### src/rtl/neokeon_pkg.sv
// ---------------------------------------------------------------------------
// neokeon_pkg
//   Shared constants and elaboration-time helpers for the Neokeon datapath
//   blocks.
//   - NEOKEON_BLOCK_W : native Neokeon block width (128 bits)
//   - nw_of()         : number of output words per block
//   - idx_w_of()      : width of a word index (at least 1 bit)
//   - cnt_w_of()      : width of an occupancy counter able to hold 0..depth
// ---------------------------------------------------------------------------
package neokeon_pkg;

  localparam int NEOKEON_BLOCK_W = 128;

  // Words per block; the block width is expected to be an exact multiple
  // of the word width.
  function automatic int nw_of(input int block_w, input int out_w);
    return block_w / out_w;
  endfunction

  // A single-word block still needs a 1-bit index signal.
  function automatic int idx_w_of(input int nw);
    return (nw > 1) ? $clog2(nw) : 1;
  endfunction

  // Counter must represent the full state (depth), hence depth+1 values.
  function automatic int cnt_w_of(input int depth);
    return $clog2(depth + 1);
  endfunction

endpackage

### src/rtl/neokeon_word_sel.sv
// ---------------------------------------------------------------------------
// neokeon_word_sel
//   Pure combinational mux returning word idx_i of a BLOCK_W-wide vector.
//   With MSW_FIRST=1 word 0 is the most-significant OUT_W slice, otherwise
//   word 0 is the least-significant slice.
//   Ports:
//     block_i : block being serialised
//     idx_i   : word index, 0..NW-1
//     word_o  : selected OUT_W-bit word (0 for an out-of-range index)
// ---------------------------------------------------------------------------
module neokeon_word_sel
  import neokeon_pkg::*;
#(
  parameter int BLOCK_W   = NEOKEON_BLOCK_W,
  parameter int OUT_W     = 32,
  parameter int MSW_FIRST = 1,
  localparam int NW       = nw_of(BLOCK_W, OUT_W),
  localparam int IDX_W    = idx_w_of(NW)
) (
  input  logic [BLOCK_W-1:0] block_i,
  input  logic [IDX_W-1:0]   idx_i,
  output logic [OUT_W-1:0]   word_o
);

  always_comb begin
    word_o = '0;
    for (int k = 0; k < NW; k++) begin
      if (idx_i == IDX_W'(k)) begin
        if (MSW_FIRST != 0) begin
          word_o = block_i[BLOCK_W-1-k*OUT_W -: OUT_W];
        end else begin
          word_o = block_i[k*OUT_W +: OUT_W];
        end
      end
    end
  end

endmodule

### src/rtl/neokeon_data_out_fifo.sv
// ---------------------------------------------------------------------------
// neokeon_data_out_fifo
//   Output buffer between the Neokeon round core and the host interface.
//   Holds up to DEPTH finished blocks and streams the head block out as
//   BLOCK_W/OUT_W words over a valid/ready handshake.
//   Ports:
//     inClk, inRstN : clock (rising edge), asynchronous active-low reset
//     inWr, inData  : push one block (dropped while the FIFO is full)
//     inFlush       : synchronous clear of contents and status
//     inReady       : consumer takes outData this cycle
//     outData       : current word of the head block (0 when not valid)
//     outValid      : outData is valid
//     outLast       : current word is the last word of its block
//     outFull       : DEPTH blocks stored
//     outCount      : blocks stored, including one partially sent
//     outOverflow   : sticky, set when a push was dropped
//   Every output is derived from registers only.
// ---------------------------------------------------------------------------
module neokeon_data_out_fifo
  import neokeon_pkg::*;
#(
  parameter int BLOCK_W   = NEOKEON_BLOCK_W,
  parameter int OUT_W     = 32,
  parameter int DEPTH     = 4,
  parameter int MSW_FIRST = 1
) (
  input  logic                       inClk,
  input  logic                       inRstN,
  input  logic                       inWr,
  input  logic [BLOCK_W-1:0]         inData,
  input  logic                       inFlush,
  input  logic                       inReady,
  output logic [OUT_W-1:0]           outData,
  output logic                       outValid,
  output logic                       outLast,
  output logic                       outFull,
  output logic [cnt_w_of(DEPTH)-1:0] outCount,
  output logic                       outOverflow
);

  localparam int NW    = nw_of(BLOCK_W, OUT_W);
  localparam int IDX_W = idx_w_of(NW);
  localparam int CNT_W = cnt_w_of(DEPTH);
  localparam int PTR_W = $clog2(DEPTH);

  localparam logic [IDX_W-1:0] LAST_IDX = IDX_W'(NW - 1);
  localparam logic [CNT_W-1:0] FULL_CNT = CNT_W'(DEPTH);

  logic [BLOCK_W-1:0] mem_q [DEPTH];
  logic [BLOCK_W-1:0] mem_d [DEPTH];
  logic [PTR_W-1:0]   wr_ptr_q, wr_ptr_d;
  logic [PTR_W-1:0]   rd_ptr_q, rd_ptr_d;
  logic [CNT_W-1:0]   count_q, count_d;
  logic [IDX_W-1:0]   word_idx_q, word_idx_d;
  logic               overflow_q, overflow_d;

  logic               full;
  logic               valid;
  logic               last_word;
  logic               xfer;
  logic               push;
  logic               pop;
  logic [BLOCK_W-1:0] head_blk;
  logic [OUT_W-1:0]   head_word;

  // Status comes from the registered count, so a push in the same cycle
  // as the final-word pop of a full FIFO is still refused.
  assign full      = (count_q == FULL_CNT);
  assign valid     = (count_q != '0);
  assign last_word = (word_idx_q == LAST_IDX);
  assign xfer      = valid && inReady;
  assign pop       = xfer && last_word;
  assign push      = inWr && !full;

  always_comb begin
    mem_d      = mem_q;
    wr_ptr_d   = wr_ptr_q;
    rd_ptr_d   = rd_ptr_q;
    count_d    = count_q;
    word_idx_d = word_idx_q;
    overflow_d = overflow_q;

    if (inFlush) begin
      // Flush wins over any concurrent push or pop; stored data is left
      // in place because it is unreachable once the pointers are cleared.
      wr_ptr_d   = '0;
      rd_ptr_d   = '0;
      count_d    = '0;
      word_idx_d = '0;
      overflow_d = 1'b0;
    end else begin
      if (push) begin
        mem_d[wr_ptr_q] = inData;
        wr_ptr_d        = wr_ptr_q + PTR_W'(1);
      end

      if (inWr && full) begin
        overflow_d = 1'b1;
      end

      if (xfer) begin
        if (last_word) begin
          word_idx_d = '0;
          rd_ptr_d   = rd_ptr_q + PTR_W'(1);
        end else begin
          word_idx_d = word_idx_q + IDX_W'(1);
        end
      end

      unique case ({push, pop})
        2'b10:   count_d = count_q + CNT_W'(1);
        2'b01:   count_d = count_q - CNT_W'(1);
        default: count_d = count_q;
      endcase
    end
  end

  always_ff @(posedge inClk or negedge inRstN) begin
    if (!inRstN) begin
      for (int i = 0; i < DEPTH; i++) begin
        mem_q[i] <= '0;
      end
      wr_ptr_q   <= '0;
      rd_ptr_q   <= '0;
      count_q    <= '0;
      word_idx_q <= '0;
      overflow_q <= 1'b0;
    end else begin
      mem_q      <= mem_d;
      wr_ptr_q   <= wr_ptr_d;
      rd_ptr_q   <= rd_ptr_d;
      count_q    <= count_d;
      word_idx_q <= word_idx_d;
      overflow_q <= overflow_d;
    end
  end

  assign head_blk = mem_q[rd_ptr_q];

  neokeon_word_sel #(
    .BLOCK_W   (BLOCK_W),
    .OUT_W     (OUT_W),
    .MSW_FIRST (MSW_FIRST)
  ) u_word_sel (
    .block_i (head_blk),
    .idx_i   (word_idx_q),
    .word_o  (head_word)
  );

  assign outData     = valid ? head_word : '0;
  assign outValid    = valid;
  assign outLast     = valid && last_word;
  assign outFull     = full;
  assign outCount    = count_q;
  assign outOverflow = overflow_q;

endmodule

### config.mk
export PLATFORM = sky130hd
export DESIGN_NAME = neokeon_data_out_fifo
export DESIGN_NICKNAME = d
export VERILOG_FILES = /design/src/rtl/neokeon_pkg.sv /design/src/rtl/neokeon_word_sel.sv /design/src/rtl/neokeon_data_out_fifo.sv
export SDC_FILE = /design/constraint.sdc
export NUM_CORES = 1
export LEC_CHECK = 0
export CAP_MARGIN = 5
export CORE_ASPECT_RATIO = 0.75
export CORE_UTILIZATION = 35
export CTS_CLUSTER_SIZE = 20
export DETAILED_ROUTE_END_ITERATION = 16
export GPL_TIMING_DRIVEN = 0
export PLACE_DENSITY_LB_ADDON = 0.2
export SYNTH_ARGS = -nofsm -noshare
export SYNTH_HDL_FRONTEND = slang
export SYNTH_SLANG_ARGS = --single-unit
export TNS_END_PERCENT = 50
### constraint.sdc
create_clock -name inClk -period 4.4 [get_ports inClk]
set_clock_uncertainty 0.1 [all_clocks]
set_input_delay 0.44 -clock inClk [delete_from_list [all_inputs] [get_ports inClk]]
set_output_delay 0.44 -clock inClk [all_outputs]
set_load 0.01 [all_outputs]
Word level (Yosys, flattened, before mapping)
Cells that the tools add are included.
W data, S select, Z words.

storage, ports and cells
  flip-flop bits (word level) = 522
  output and inout bits = 39

cells by class
  reductions and logical operators = 16
  bitwise operators = 3
  mux-type cells = 23
  add/sub/neg operators = 5
  equal/unequal tests = 6
  order comparisons = 3

operators with widths
  cell                   count
  $bwmux W512            1
  $mux W128              3
  $bmux W128 S2          1
  $demux W128 S2         1
  $mux W32               5
  $mux W2                8
  $reduce_bool A2 Y1     4
  $add A2 B1 Y2 const B  3
  $eq A2 B2 Y1 const B   3
  $ge A3 B3 Y1 const B   2
  $logic_and A1 B1 Y1    6
  $not A2 Y3             2
  $pmux W3 S2            1
  $reduce_bool A3 Y1     2
  $eq A2 B1 Y1 const B   2
  $reduce_and A2 Y1      2
  $add A3 B1 Y3 const B  1
  $eq A3 B3 Y1 const B   1
  $lt A3 B1 Y1 const B   1
  $mux W3                1
  $sub A3 B1 Y3 const B  1
  $logic_not A2 Y1       1
  $mux W1                2
  $logic_not A1 Y1       1
  $not A1 Y1             1

Logic depth before layout (Yosys ltp)
  word-level depth = 9
  gate-level depth with buffers = 8
  depth with buffers taken out = 7

By module
Synthesis repeated with hierarchy kept, for this count alone.

second synthesis, totals
  cells, all modules = 1,373
  area total of the unflattened synthesis = 23,862.9 µm²

by module, submodules not included
  module                 area each (µm²)  times used  cells each  seq. area each (µm²)
  neokeon_data_out_fifo  23,048.4         1           1,334       13,062.5
  neokeon_word_sel       814.5            1           39          0.0

Worst setup path after synthesis
OpenSTA, ideal clock, no wires.

  path type = register -> output
  from = register word_idx_q[0]
  to = output port outData[10]
  arrival = 1.817 ns
  path slack = 2.043 ns
  cell stages (with the launch flop) = 9
  buffers on the path = 2
  path through = dfrtp_1 > inv_1 > ha_1 > or3b_2 > clkbuf_1 > buf_2 > o22ai_1 > o21bai_1 > a21oi_1

between the ends
  word-level cells in the longest chain between the ends = 6
  elaborated cells between the ends (all ways) = 9
  those cells by class = eq/ne: 3; mux: 5; reduce/logical: 1

ends and longest elaborated chain
  element                   line                          text
  start: declaration        neokeon_data_out_fifo.sv:54   logic [IDX_W-1:0] word_idx_q, word_idx_d;
  start signal: assignment  neokeon_data_out_fifo.sv:133  word_idx_q <= word_idx_d;
  $logic_not A2 Y1          neokeon_word_sel.sv:28        if (idx_i == IDX_W'(k)) begin
  $mux W32 (3 in a row)     neokeon_word_sel.sv:28
  $mux W32 (*)              neokeon_word_sel.sv:28
  $mux W32 (*)              neokeon_data_out_fifo.sv:150  assign outData = valid ? head_word : '0;
  end: declaration          neokeon_data_out_fifo.sv:33   output logic [OUT_W-1:0] outData,

Mark *: on every way between the ends. The rest lies on a longest branch, timed or not.

Worst setup path in the final report
  from = register rd_ptr_q[1]
  to = output port outData[0]

between the ends
  word-level cells in the longest chain between the ends = 9

ends and longest elaborated chain
  element                                           line                          text
  start: declaration                                neokeon_data_out_fifo.sv:52   logic [PTR_W-1:0] rd_ptr_q, rd_ptr_d;
  start signal: assignment                          neokeon_data_out_fifo.sv:131  rd_ptr_q <= rd_ptr_d;
  $not A2 Y3 (not written as such) (*)              neokeon_data_out_fifo.sv:138  assign head_blk = mem_q[rd_ptr_q];
  $bmux W128 S2 (*)                                 neokeon_data_out_fifo.sv:138
  $mux W128 (not written as such) (*) (2 in a row)  neokeon_data_out_fifo.sv:138
  $mux W32 (3 in a row)                             neokeon_word_sel.sv:28
  $mux W32 (*)                                      neokeon_word_sel.sv:28
  $mux W32 (*)                                      neokeon_data_out_fifo.sv:150

Mark *: on every way between the ends. The rest lies on a longest branch, timed or not. The select of a mux whose other input is x is not followed.

==> report_table.html <==
<table>
<tr><th>Metric</th><th>Value</th></tr>
<tr><th colspan="2">Run status</th></tr>
<tr><td>Result of the run</td><td>completed</td></tr>
<tr><th colspan="2">Pwr</th></tr>
<tr><td>Internal power of the cells</td><td>10.77 mW</td></tr>
<tr><td>Pwr/cell area</td><td>506.0 nW/um^2</td></tr>
<tr><td>Share of power burned in combinational logic</td><td>20.8%</td></tr>
<tr><td>Part of the power in the clock network</td><td>32.4%</td></tr>
<tr><td>Power, Total</td><td>14.68 mW</td></tr>
<tr><td>Switching power</td><td>3.914 mW</td></tr>
<tr><td>Worst voltage drop across the vdd grid</td><td>0.2610 mV</td></tr>
<tr><td>Static leakage</td><td>12.12 nW</td></tr>
<tr><td>Sw frac</td><td>26.66%</td></tr>
<tr><td>Reg power frac</td><td>46.8%</td></tr>
<tr><th colspan="2">STA</th></tr>
<tr><td>Pins Over Slew Limit</td><td>0</td></tr>
<tr><td>Time the worst path needs with I/O delays and setup</td><td>4297 ps</td></tr>
<tr><td>Upper clock frequency limit</td><td>0.2327 GHz</td></tr>
<tr><td>Ratio of final minimum period to clock period</td><td>97.67%</td></tr>
<tr><td>Count of endpoints failing setup in the final report</td><td>0</td></tr>
<tr><td>Max-Slew Margin vs Limit</td><td>33.16%</td></tr>
<tr><td>Worst-margin pin slew</td><td>995.0 ps</td></tr>
<tr><td>Total negative slack for setup checks</td><td>0 ps</td></tr>
<tr><td>Unrepaired setup endpoints after global routing</td><td>no</td></tr>
<tr><td>Final hold viol count</td><td>0</td></tr>
<tr><th colspan="2">Setup path</th></tr>
<tr><td>Data arrival time of the critical path</td><td>3760 ps</td></tr>
<tr><td>Class of the most critical setup path</td><td>flip-flop to output pin</td></tr>
<tr><td>Kind of launch point of the worst setup path</td><td>flip-flop</td></tr>
<tr><td>Largest fanout on the critical path</td><td>10</td></tr>
<tr><td>WP data required</td><td>3860 ps</td></tr>
<tr><td>CP Capture Type</td><td>output pin</td></tr>
<tr><th colspan="2">Placed design</th></tr>
<tr><td>Count of buffers inserted at the top-level ports</td><td>171</td></tr>
<tr><td>Final weighted congestion of routability-driven global placement</td><td>0.8488</td></tr>
<tr><td>Standard cell area after detailed placement</td><td>27120 sq um</td></tr>
<tr><td>Post-DP HPWL</td><td>50.35 mm</td></tr>
<tr><th colspan="2">Synthesis</th></tr>
<tr><td>Compound-gate portion of the synthesized area</td><td>5.662%</td></tr>
<tr><td>Instance count of the mapped netlist</td><td>1702</td></tr>
<tr><td>Number of flops mapped to enable cells by yosys</td><td>0</td></tr>
<tr><td>Proportion of netlist area held by the largest area contributor</td><td>54.03%</td></tr>
<tr><td>Combinational family with the most area after synthesis</td><td>multiplexers</td></tr>
<tr><td>XOR/XNOR share of the synthesized area</td><td>0.1449%</td></tr>
<tr><td>Yosys warns</td><td>0</td></tr>
<tr><td>Netlist area before placement</td><td>24180 sq um</td></tr>
<tr><td>Register bit count reported by yosys</td><td>522</td></tr>
<tr><td>Cell types with the highest counts after synthesis</td><td>sky130_fd_sc_hd__dfrtp_1 (522), sky130_fd_sc_hd__mux2_2 (513), sky130_fd_sc_hd__mux2i_1 (257)</td></tr>
<tr><td>Sequential-to-total area share from yosys stat</td><td>54.03%</td></tr>
<tr><td>Net Count, Synth</td><td>1844</td></tr>
<tr><td>Number of distinct library cells after synthesis</td><td>34</td></tr>
<tr><td>Area contributors post-synth</td><td>sky130_fd_sc_hd__dfrtp_1 (54%), sky130_fd_sc_hd__mux2_2 (24%), sky130_fd_sc_hd__mux2i_1 (11%)</td></tr>
<tr><td>Most frequently used flop master after synthesis</td><td>sky130_fd_sc_hd__dfrtp_1</td></tr>
<tr><td>Multiplexer fraction of the synthesized cell area</td><td>34.54%</td></tr>
<tr><td>Yosys top cell by area</td><td>sky130_fd_sc_hd__dfrtp_1</td></tr>
<tr><td>Area share of and/or/nand/nor cells after synthesis</td><td>1.258%</td></tr>
<tr><td>Synth Area in Adders</td><td>0.4968%</td></tr>
<tr><td>Most repeated cell in the gate-level netlist after synthesis</td><td>sky130_fd_sc_hd__dfrtp_1</td></tr>
<tr><td>Share of synthesized registers carrying an async set or reset</td><td>100.0%</td></tr>
<tr><td>Synth Area per Inst</td><td>14.20 sq um</td></tr>
<tr><th colspan="2">Routing</th></tr>
<tr><td>Post-route DRC</td><td>0</td></tr>
<tr><td>Total Wirelength</td><td>70.06 mm</td></tr>
<tr><td>Count of TritonRoute iterations in the first routing pass</td><td>5</td></tr>
<tr><td>Via count of the routed design</td><td>15130</td></tr>
<tr><td>Final routed wire length divided by cell count</td><td>24.43 um</td></tr>
<tr><td>Initial DRC Count</td><td>852</td></tr>
<tr><td>Detail Route Antenna Nets</td><td>0</td></tr>
<tr><td>Drt via density</td><td>5.278</td></tr>
<tr><th colspan="2">Clock network</th></tr>
<tr><td>Number of buffers on the longest clock path</td><td>3</td></tr>
<tr><td>Number of buffers inserted during clock tree synthesis</td><td>56</td></tr>
<tr><td>Clock tree from TritonCTS</td><td>built</td></tr>
<tr><td>Clk sink count</td><td>522</td></tr>
<tr><td>Worst-path clk slew</td><td>60 ps</td></tr>
<tr><td>Clock latency on the worst-skew pair</td><td>600 ps</td></tr>
<tr><td>Number of H-tree branching levels</td><td>2</td></tr>
<tr><td>CTS root buf</td><td>sky130_fd_sc_hd__clkbuf_16</td></tr>
<tr><th colspan="2">Final layout</th></tr>
<tr><td>Ant. Diodes</td><td>0</td></tr>
<tr><td>Net count of the finished layout</td><td>2078</td></tr>
<tr><td>Filler cell count in the final layout</td><td>6287</td></tr>
<tr><td>Synth-to-Final Area Change</td><td>20.00%</td></tr>
<tr><td>Ratio of cells with drive above 1 in the final layout</td><td>35.34%</td></tr>
<tr><td>Final std cell area, no fill</td><td>29010 sq um</td></tr>
<tr><td>Post-Route Utilization</td><td>42.46%</td></tr>
<tr><th colspan="2">Job</th></tr>
<tr><td>Number of maximum-capacitance violations</td><td>0</td></tr>
<tr><th colspan="2">GRT</th></tr>
<tr><td>Global-route wire length before repair</td><td>104.1 mm</td></tr>
<tr><td>Number of antenna violations at the first check in global routing</td><td>5</td></tr>
<tr><td>Grt ovf</td><td>0</td></tr>
<tr><td>Largest net degree at the start of global routing</td><td>123</td></tr>
<tr><td>Number of global-route vias before repair</td><td>15930</td></tr>
<tr><td>Global routing usage summed across all routing layers</td><td>19.98%</td></tr>
<tr><th colspan="2">Worst hold path</th></tr>
<tr><td>Min-delay worst type</td><td>primary input to asynchronous set/reset pin</td></tr>
<tr><th colspan="2">Die</th></tr>
<tr><td>Vert. Die Dim</td><td>229.6 um</td></tr>
<tr><td>Effective utilization at floorplan</td><td>35.38%</td></tr>
<tr><td>Boundary pin count</td><td>172</td></tr>
<tr><td>Horizontal die dimension</td><td>305.5 um</td></tr>
<tr><td>Row cnt</td><td>83</td></tr>
<tr><td>Standard cell core area</td><td>68330 sq um</td></tr>
<tr><td>Area of the die</td><td>70140 sq um</td></tr>
</table>
state kept, by name (all words and copies together) (netlist names):
name         count
outCount         3
rd_ptr_q         2
mem_q          512
outOverflow      1
word_idx_q       2
wr_ptr_q         2
worst max-delay path, cell delays in order (launching register included):
cell and delay, ps:
sky130_fd_sc_hd__dfrtp_1 320, sky130_fd_sc_hd__clkbuf_1 250, sky130_fd_sc_hd__buf_2 410, sky130_fd_sc_hd__buf_2 520, sky130_fd_sc_hd__mux2i_1 170, sky130_fd_sc_hd__o22ai_1 200, sky130_fd_sc_hd__o21bai_1 130, sky130_fd_sc_hd__a21oi_1 480
sky130_fd_sc_hd__clkdlybuf4s50_1 660
power groups by stage:
stage	registers (mW)	logic, mW	clock network, mW
2_1_floorplan	6.74	2.05	0
3_3_place_gp	6.90	2.95	0
3_5_place_dp	6.95	3.07	0
4_1_cts	6.86	3.08	4.91
5_1_grt	7.04	3.30	5.09
6_report	6.87	3.05	4.76
cell usage in the layout, fill, tap and decap left out, types with 3 or more instances in the layout:
master and instances:
sky130_fd_sc_hd__a21oi_1 28, sky130_fd_sc_hd__buf_6 52, sky130_fd_sc_hd__nand2_1 10, sky130_fd_sc_hd__clkdlybuf4s50_1 170, sky130_fd_sc_hd__buf_4 4, sky130_fd_sc_hd__inv_1 7
sky130_fd_sc_hd__clkbuf_8 15, sky130_fd_sc_hd__buf_2 30, sky130_fd_sc_hd__clkbuf_16 57, sky130_fd_sc_hd__buf_16 4, sky130_fd_sc_hd__clkinv_2 3, sky130_fd_sc_hd__a221o_1 32
sky130_fd_sc_hd__mux2_2 513, sky130_fd_sc_hd__mux2i_1 257, sky130_fd_sc_hd__nor2b_1 3, sky130_fd_sc_hd__o21bai_1 32, sky130_fd_sc_hd__buf_1 5, sky130_fd_sc_hd__nor2_1 38
sky130_fd_sc_hd__bufinv_16 4, sky130_fd_sc_hd__dfrtp_1 522, sky130_fd_sc_hd__clkbuf_1 47, sky130_fd_sc_hd__ha_1 8, sky130_fd_sc_hd__o22ai_1 96, sky130_fd_sc_hd__a21oi_2 7
kinds of logic after synthesis:
family          after synthesis
mux                         770
flops                       522
compound gates              200
buf+inv                     131
simple gates                 66
fa+ha+maj                     9
xor+xnor                      4
cell type report:
class / instances / area (sq um) / area share [%]
multi-input combinational: 1049 / 10210 / 35.21
inverter: 7 / 26.28 / 0.09057
buffer: 124 / 914.6 / 3.153
clock inverter: 8 / 143.9 / 0.4960
tap: 892 / 1116 / 3.847
sequential: 522 / 13060 / 45.03
clock buffer: 89 / 1697 / 5.848
timing repair buffer: 176 / 1837 / 6.331
repair_timing:
| action | in CTS | in global routing |
|---|---|---|
| gates cloned | 0 | 0 |
| hold buffers | 1 | 0 |
| buffers inserted | 0 | 0 |
| hold endpoints to repair | 93 | 0 |
| setup endpoints to repair | 4 | 7 |
| pin swaps | 0 | 2 |
| gates resized for setup | 4 | 10 |
metal layers:
metal / routed length (um) / vias to the layer above / global-route usage [%]
met3: 3858 / 102 / 4.340
li1: - / 6757 / -
met1: 33510 / 7986 / 28.86
met2: 30710 / 280 / 29.74
met4: 1920 / 8 / 6.109
met5: 51 / - / 0
per-stage QoR:
step / setup slack, ps / hold WS, ps / cells
2_1_floorplan: 2043 / 44.41 / 1702
3_3_place_gp: -19870 / 385.2 / 2765
3_5_place_dp: 539.9 / 391.2 / 2769
4_1_cts: 2.927 / 365.1 / 2867
5_1_grt: 43.17 / 409.5 / 2867
6_report: 102.7 / 387.8 / 2867
worst paths after layout:
| kind | from | to | slack, ps | cells after the start |
|---|---|---|---|---|
| setup reg to reg | word_idx_q[1]$_DFFE_PN0P_ | outCount[1]$_DFFE_PN0P_ | 1740 | 8 |
| hold / removal | inRstN | mem_q[309]$_DFFE_PN0P_ | 390 | 2 |
| hold reg to reg | mem_q[379]$_DFFE_PN0P_ | mem_q[379]$_DFFE_PN0P_ | 400 | 1 |
| max in group asynchronous | inRstN | mem_q[377]$_DFFE_PN0P_ | 2180 | 4 |
| min in group inClk | inReady | word_idx_q[1]$_DFFE_PN0P_ | 400 | 3 |
| setup / recovery | rd_ptr_q[1]$_DFFE_PN0P_ | outData[0] | 100 | 8 |
Power figures use the tool's default switching activity.
